[src/rtl/reshape_pkg.sv]
// Width helpers shared by the stream gearbox and the combinational
// 2D <-> 1D element converters.
package reshape_pkg;

  // Flat bit width of a vector of cnt elements of nbit bits each.
  function automatic int flat_w(input int nbit, input int cnt);
    return nbit * cnt;
  endfunction

  // Integer ceiling division, used for element counts of partial beats.
  function automatic int ceil_div(input int a, input int b);
    return (a + b - 1) / b;
  endfunction

endpackage

[src/rtl/Cvt1DTo2D.sv]
// Splits a flat word back into elements; MSBs become element 0.
module Cvt1DTo2D
  import reshape_pkg::*;
#(
  parameter int NBIT = 8,
  parameter int CNT  = 2
) (
  input  logic [flat_w(NBIT,CNT)-1:0] i_data,
  output logic [NBIT-1:0]             o_data [0:CNT-1]
);

  for (genvar j = 0; j < CNT; j++) begin : g_elem
    assign o_data[j] = i_data[NBIT*(CNT-j)-1 -: NBIT];
  end

endmodule

[src/rtl/Cvt2DTo1D.sv]
// Flattens an element array into one word; element 0 lands in the MSBs so
// that reading the word MSB-first follows stream order.
module Cvt2DTo1D
  import reshape_pkg::*;
#(
  parameter int NBIT = 8,
  parameter int CNT  = 4
) (
  input  logic [NBIT-1:0]             i_data [0:CNT-1],
  output logic [flat_w(NBIT,CNT)-1:0] o_data
);

  for (genvar j = 0; j < CNT; j++) begin : g_elem
    assign o_data[NBIT*(CNT-j)-1 -: NBIT] = i_data[j];
  end

endmodule

[src/rtl/reshape_stream.sv]
// Streaming gearbox: re-chunks CNT_I x NBIT_I input beats into
// CNT_O x NBIT_O output beats through an MSB-aligned bit buffer. The last
// beat of a packet is zero-padded and reports how many elements it carries.
module reshape_stream
  import reshape_pkg::*;
#(
  parameter int  NBIT_I = 8,
  parameter int  CNT_I  = 4,
  parameter int  NBIT_O = 8,
  parameter int  CNT_O  = 2,
  localparam int IW     = flat_w(NBIT_I, CNT_I),
  localparam int OW     = flat_w(NBIT_O, CNT_O),
  localparam int BW     = IW + OW,
  localparam int CW     = $clog2(BW + 1),
  localparam int KW     = $clog2(CNT_O + 1)
) (
  input  logic              clk,
  input  logic              rst,
  input  logic              i_valid,
  output logic              i_ready,
  input  logic [NBIT_I-1:0] i_data [0:CNT_I-1],
  input  logic              i_last,
  output logic              o_valid,
  input  logic              o_ready,
  output logic [NBIT_O-1:0] o_data [0:CNT_O-1],
  output logic              o_last,
  output logic [KW-1:0]     o_cnt
);

  if (NBIT_I < 1 || CNT_I < 1 || NBIT_O < 1 || CNT_O < 1) begin : g_bad_param
    $error("reshape_stream: NBIT_I, CNT_I, NBIT_O and CNT_O must all be >= 1");
  end

  localparam logic [CW-1:0] OW_C = CW'(OW);
  localparam logic [CW-1:0] IW_C = CW'(IW);

  logic [IW-1:0] w_i_flat;
  logic [OW-1:0] w_o_flat;
  logic [OW-1:0] w_mask;
  logic [BW-1:0] r_buf, w_buf_pop, w_ins, w_buf_nxt;
  logic [CW-1:0] r_cnt, w_cnt_pop, w_cnt_nxt;
  logic          r_pend, w_pend_nxt;
  logic          w_pop, w_push;

  Cvt2DTo1D #(.NBIT(NBIT_I), .CNT(CNT_I)) u_flatten (
    .i_data (i_data),
    .o_data (w_i_flat)
  );

  Cvt1DTo2D #(.NBIT(NBIT_O), .CNT(CNT_O)) u_unflatten (
    .i_data (w_o_flat),
    .o_data (o_data)
  );

  // Handshake, output masking and element count, then pop-before-push next state.
  always_comb begin
    // NOTE: every signal gets a value on every path of a combinational block;
    // a missing branch would infer a latch.
    i_ready    = !rst && !r_pend && (r_cnt <= OW_C);
    o_valid    = (r_cnt >= OW_C) || (r_pend && (r_cnt != '0));
    o_last     = o_valid && r_pend && (r_cnt <= OW_C);
    w_mask     = (r_cnt >= OW_C) ? '1 : ~({OW{1'b1}} >> r_cnt);
    w_o_flat   = r_buf[BW-1 -: OW] & w_mask;
    o_cnt      = '0;
    if (o_last)       o_cnt = KW'(ceil_div(32'(r_cnt), NBIT_O));
    else if (o_valid) o_cnt = KW'(CNT_O);

    w_pop      = o_valid && o_ready;
    w_push     = i_valid && i_ready;
    // Bits below cnt are always zero, so the new beat can simply be OR-ed in
    // right behind the bits that survive this cycle's pop.
    w_buf_pop  = w_pop ? (r_buf << OW) : r_buf;
    w_cnt_pop  = w_pop ? ((r_cnt >= OW_C) ? (r_cnt - OW_C) : '0) : r_cnt;
    w_ins      = {w_i_flat, {OW{1'b0}}} >> w_cnt_pop;
    w_buf_nxt  = w_push ? (w_buf_pop | w_ins) : w_buf_pop;
    w_cnt_nxt  = w_push ? (w_cnt_pop + IW_C) : w_cnt_pop;
    w_pend_nxt = r_pend;
    if (w_pop && o_last)  w_pend_nxt = 1'b0;
    if (w_push && i_last) w_pend_nxt = 1'b1;
  end

  // Buffer, fill level and packet-tail flag.
  always_ff @(posedge clk or posedge rst) begin
    if (rst) begin
      // NOTE: the buffer is reset as well, not just cnt: the zero-fill below
      // cnt is what makes the OR-insert above correct.
      r_buf  <= '0;
      r_cnt  <= '0;
      r_pend <= 1'b0;
    end else begin
      // NOTE: non-blocking assignments so every register samples the
      // pre-edge state, independent of statement order.
      r_buf  <= w_buf_nxt;
      r_cnt  <= w_cnt_nxt;
      r_pend <= w_pend_nxt;
    end
  end

endmodule

[config.mk]
export PLATFORM = sky130hd
export DESIGN_NAME = reshape_stream
export DESIGN_NICKNAME = d
export VERILOG_FILES = /design/src/rtl/reshape_pkg.sv /design/src/rtl/Cvt1DTo2D.sv /design/src/rtl/Cvt2DTo1D.sv /design/src/rtl/reshape_stream.sv
export SDC_FILE = /design/constraint.sdc
export NUM_CORES = 1
export LEC_CHECK = 0
export CORE_MARGIN = 8
export CORE_UTILIZATION = 30
export CTS_CLUSTER_SIZE = 16
export DETAILED_ROUTE_END_ITERATION = 10
export PLACE_DENSITY = 0.52
export SLEW_MARGIN = 20
export SYNTH_ARGS = -nofsm -noshare
export SYNTH_HDL_FRONTEND = slang
export SYNTH_SLANG_ARGS = --single-unit
[constraint.sdc]
create_clock -name clk -period 2.2 [get_ports clk]
set_input_delay 0.44 -clock clk [delete_from_list [all_inputs] [get_ports clk]]
set_output_delay 0.44 -clock clk [all_outputs]
set_load 0.005 [all_outputs]
; ---- Word-level counts from Yosys, hierarchy flattened
; Index checks and enable logic that the tools add are counted.
[op_classes]
add_sub_neg = 5
order_cmp = 2
shift = 2
n_mux = 10
n_bitwise = 4
reduce_logical = 15
[ops]
columns = op, n
row1 = $mux 48, 2
row2 = $or 48x48->48, 1
row3 = $shr 48x6->48, 1
row4 = $mux 6, 3
row5 = $and 16x16->16, 1
row6 = $mux 16, 1
row7 = $not 16->16, 1
row8 = $shr 16x6->16 const A, 1
row9 = $logic_and 1x1->1, 9
row10 = $sub 7x1->8 const B, 1
row11 = $add 6x4->7 const B, 1
row12 = $add 6x6->6 const B, 1
row13 = $ge 6x5->1 const B, 1
row14 = $le 6x5->1 const B, 1
row15 = $reduce_bool 6->1, 1
row16 = $sub 6x5->6 const B, 1
row17 = $mux 2, 2
row18 = $reduce_or 3->1, 1
row19 = $add 2x1->2, 1
row20 = $logic_not 1->1, 2
row21 = $mux 1, 2
row22 = $reduce_bool 2->1, 1
row23 = $and 1x1->1, 1
row24 = $logic_or 1x1->1, 1
[word_totals]
reg_bits = 55
output_inout_bits = 21
word_cells = 41

; ---- Depth between registers and ports, before layout
[logic_depth]
ltp_word = 8
depth_mapped = 11

; ---- Cells and area by module
; From an unflattened synthesis, not the netlist that was laid out.
[unflattened]
hier_cells = 694
hier_area_um2 = 5421.4
[modules_own_cells]
columns = mod, instances, cells_per_inst, area_per_inst_um2
row1 = reshape_stream, 1, 646, 5061.1
row2 = Cvt2DTo1D, 1, 32, 240.2
row3 = Cvt1DTo2D, 1, 16, 120.1

; ---- Least setup slack after synthesis
; Ideal clock, no wire load.
[synth_path]
path_type = reg-to-reg
from = register r_cnt[1]
to = register r_buf[31]
arrival_ns = 1.851
required_time_ns = 2.060
path_slack_ns = 0.209
stages_incl_launch_ff = 9
n_path_buf = 2
period_less_slack_ns = 1.991
path_cell_list = dfrtp_1 -> buf_2 -> or4_4 -> a21oi_4 -> inv_2 -> nand2_4 -> buf_4 -> mux2i_1 -> o221ai_1
[synth_via]
elab_chain_cells = 8
word_cells_on_any_way = 15
classes_between = add/sub (1) / order compare (2) / shift (1) / mux (4) / bitwise (1) / reduce/logical (6)
[synth_rtl]
columns = item, line_no
row1 = from (decl), reshape_stream.sv:41  ; logic [CW-1:0] r_cnt, w_cnt_pop, w_cnt_nxt;
row2 = from (signal assigned), reshape_stream.sv:94  ; r_cnt <= w_cnt_nxt;
row3 = branches (longest 2 deep; another with $ge 6x5->1), --
row4 = $logic_or 1x1->1 (*), reshape_stream.sv:60  ; o_valid = (r_cnt >= OW_C) || (r_pend && (r_cnt != '0));
row5 = net o_valid, reshape_stream.sv:23  ; output logic o_valid,
row6 = $logic_and 1x1->1 (*), reshape_stream.sv:68  ; w_pop = o_valid && o_ready;
row7 = $mux 6, reshape_stream.sv:73  ; w_cnt_pop = w_pop ? ((r_cnt >= OW_C) ? (r_cnt - OW_C) : '0) : r_cnt;
row8 = $shr 48x6->48, reshape_stream.sv:74  ; w_ins = {w_i_flat, {OW{1'b0}}} >> w_cnt_pop;
row9 = $or 48x48->48, reshape_stream.sv:75  ; w_buf_nxt = w_push ? (w_buf_pop | w_ins) : w_buf_pop;
row10 = $mux 48 (*), reshape_stream.sv:75
row11 = net w_buf_nxt[31], reshape_stream.sv:40  ; logic [BW-1:0] r_buf, w_buf_pop, w_ins, w_buf_nxt;
row12 = to (signal assigned), reshape_stream.sv:93  ; r_buf <= w_buf_nxt;
row13 = to (decl), reshape_stream.sv:40
; Mark *: on every way through the listed nets, which the timed path passes.
; A chain may end at the register's enable or synchronous reset.

; ---- Final worst setup path
[layout_path]
from = register r_cnt[4]
to = register r_buf[21]
[layout_via]
elab_chain_cells = 8
word_cells_on_any_way = 15
classes_between = add/sub (1) / order compare (2) / shift (1) / mux (4) / bitwise (1) / reduce/logical (6)
[layout_rtl]
columns = item, line_no
row1 = branches (longest 7 deep; another with $sub 6x5->6), --
row2 = $mux 48 (*), reshape_stream.sv:75
row3 = net w_buf_nxt[21], reshape_stream.sv:40
; Marks and branches as above.

==> results.py <==
metrics = {
    "floorplan": {
        "rows": 47,
        "chipHeight_um": 146,
        "core_mm2": 0.0166,
        "pin_count": 58,
        "start_util": 0.307,
        "die_area_mm2": 0.0214,
        "die_w_um": 146,
    },
    "outcome": {
        "outcome": "complete, but fails checks",
        "violations": "negative setup slack",
    },
    "synth": {
        "synth_nets": 689,
        "yosysTopAreaCell": "dfrtp_1",
        "synthArstFlopShare": 1.00,
        "syn_inst": 652,
        "synthTopCellsByCount": "nor2_1, nand2_1, dfrtp_1",
        "syn_area_mm2": 0.00510,
        "syn_area_per_cell_um2": 7.82,
        "seq_area_frac_synth": 0.270,
        "post-synth-top-count-cell": "nor2_1",
        "ys.flop_type": "dfrtp_1",
        "yosysUniqueCellTypes": 78,
        "yosysTopAreaCellShare": 0.270,
        "ys_warn_count": 0,
        "synth_edf_count": 0,
        "synth_area_leaders": "dfrtp_1, mux2i_1, nor2_1, nand2_1, o21ai_0",
        "ys_ff_latch": 55,
    },
    "global_route": {
        "grt_pass1_vias": 6923,
        "grt_max_degree": 56,
        "antenna_found_initial": 0,
        "grt_pass1_wl_um": 42500,
        "grt_use_total": 0.256,
        "grt-ovfl-total": 0,
    },
    "clock_network": {
        "cts_buffers": 5,
        "cts_tree": "yes",
        "clock_latency_ns": 0.31,
        "cts.hold.buffers_added": 0,
        "htreeDepth": 2,
        "clock_sinks": 55,
        "cts_root_buf": "clkbuf_16",
        "clkTransAtPathRegs_ns": 0.08,
        "clockBufferDepth": 2,
    },
    "timing": {
        "drv_slew": 0,
        "setup_viol": 39,
        "grt_setup_unrepaired": "yes",
        "period_share": 1.06,
        "worst_slew_pin_slew_ns": 0.486,
        "fin_crit_ns": 2.34,
        "layout_setup_ws_ns": -0.138,
        "hold_viol": 0,
        "max_freq_mhz": 428,
        "clock_skew_ns": 0.0128,
        "slew_headroom": 0.676,
    },
    "layout": {
        "final_layout_size_suffix_gt1_frac": 0.547,
        "final_util": 0.580,
        "n_fill_cell": 1482,
        "fin_nets": 986,
        "n_antenna_cell": 0,
        "fin_area_mm2": 0.00962,
        "final_cells": 1170,
        "area_delta_synth_final_pct": 88.8,
    },
    "worst_setup_path": {
        "critPathKind": "register to register",
        "cp-end-kind": "register",
        "critical_path.top_delay_family": "buffers and inverters",
        "crit_chain": "buf_6 -> and4bb_4 -> buf_12 -> buf_6 -> o32a_1 -> o211ai_1 -> buf_4 -> mux2i_4 -> buf_6 -> nand2_2 -> o2111ai_2",
        "worstPathArrival_ns": 2.56,
        "worstPathMaxFanout": 6,
        "cp-start-kind": "register",
        "crit_path_top_delay_cell": "dfrtp_1",
        "cp_num_buf_inv": 5,
        "cp_data_required_time_ns": 2.43,
        "cpMostUsedCell": "buf_6",
        "slowest_delay_ns": 0.40,
    },
    "power": {
        "powerDensity_mw_per_mm2": 759,
        "total_power_mw": 7.30,
        "max-vdd-ir-drop_v": 0.000472,
        "p_leak_nw": 3.99,
    },
    "route": {
        "totalWireLength_um": 28900,
        "wl_per_cell_um": 24.7,
        "ant_nets": 0,
        "drc": 0,
        "drt_pre_antenna_iters": 5,
        "dr_total_vias": 6871,
        "drtIter0Drc": 627,
        "viasPerCell": 5.87,
    },
    "placed_design": {
        "place.detailed.instances": 1100,
        "placed_area_mm2": 0.00746,
        "hpwl_um": 21100,
        "place.gp.congestion": 0.982,
        "io_buffers": 57,
        "preCtsSetupSlack_ns": -0.741,
    },
    "min_path": {
        "hp-class": "register to register",
    },
    "run": {
        "maxCapViolations": 0,
    },
}
==> cells by family after synthesis <==
logic type	synth area share
and+or+nand+nor	0.217
DFF	0.270
AOI/OAI and AO/OA	0.325
buffers and inverters	0.0771
muxes	0.109
xor gates and xnor gates	0.00172
==> worst paths after layout <==
check,start,end,slack [ns],depth (start not counted)
worst max-delay path,r_cnt[4]$_DFF_PP0_,r_buf[21]$_DFF_PP0_,-0.14,11
worst min-delay path,r_buf[35]$_DFF_PP0_,r_buf[35]$_DFF_PP0_,0.50,2
worst max register to register,r_cnt[4]$_DFF_PP0_,r_buf[21]$_DFF_PP0_,-0.14,11
worst min register to register,r_buf[35]$_DFF_PP0_,r_buf[35]$_DFF_PP0_,0.50,2
max in group asynchronous,rst,r_buf[19]$_DFF_PP0_,1.18,4
min in group asynchronous,rst,r_cnt[0]$_DFF_PP0_,0.73,4
==> final cells by class <==
class	instances	area, um^2	share of cell area
clock buffer	7	153	0.0159
clock inverter	1	7.51	0.000780
inverter	19	96.3	0.0100
multi-input combinational	521	4560	0.474
sequential	55	1380	0.143
tap	220	275	0.0286
timing repair buffer	347	3150	0.328
==> registers in the layout (all words and copies together) (netlist names) <==
register and flops:
r_pend 1, r_cnt 6, r_buf 48
==> repair_timing <==
action / in CTS / in global routing
setup buffers: 48 / 14
pin swaps: 48 / 51
setup endpoints to repair: 67 / 64
gates resized for setup: 246 / 151
gates cloned: 3 / 1
endpoints found under the hold margin: 0 / 0
==> worst reg2reg max path: stages, from the launching register on <==
cell and delay [ns]:
dfrtp_1 0.40, buf_6 0.12, and4bb_4 0.37, buf_12 0.15
buf_6 0.12, o32a_1 0.19, o211ai_1 0.22, buf_4 0.23
mux2i_4 0.17, buf_6 0.14, nand2_2 0.06, o2111ai_2 0.08
==> power by group <==
group          total, mW  switching, mW  internal, mW
sequential          1.67          0.269          1.40
clock              0.900          0.413         0.487
combinational       4.74           2.31          2.43
total               7.30           2.99          4.31
==> cell usage in the layout (no fill, tap or decap), drive strengths merged, types with 16 or more instances in the layout <==
master,count
o221ai,18
mux2i,43
clkdlybuf4s50,35
buf,295
nor2,84
clkbuf,16
inv,16
dfrtp,55
nand2,64
o22ai,22
o21ai,46
nand3,30
a21oi,25
nor3,16
==> layer usage <==
| layer | up-vias | GRT usage | wire (um) |
|---|---|---|---|
| li1 | 3074 | - | - |
| met3 | 64 | 0.0448 | 1970 |
| met4 | 0 | 0.0943 | 912 |
| met5 | - | 0 | 0 |
| met1 | 3432 | 0.330 | 12200 |
| met2 | 301 | 0.418 | 13900 |
==> per-stage QoR <==
stage                     TNS [ns]  hold slack [ns]
after detailed placement    -24.29            0.474
after floorplan                  0            0.438
final                        -2.42            0.505
after global routing         -4.43            0.523
after global placement      -24.36            0.461
after CTS                    -1.71            0.492
Note: power is estimated with default switching activity, not from simulation.
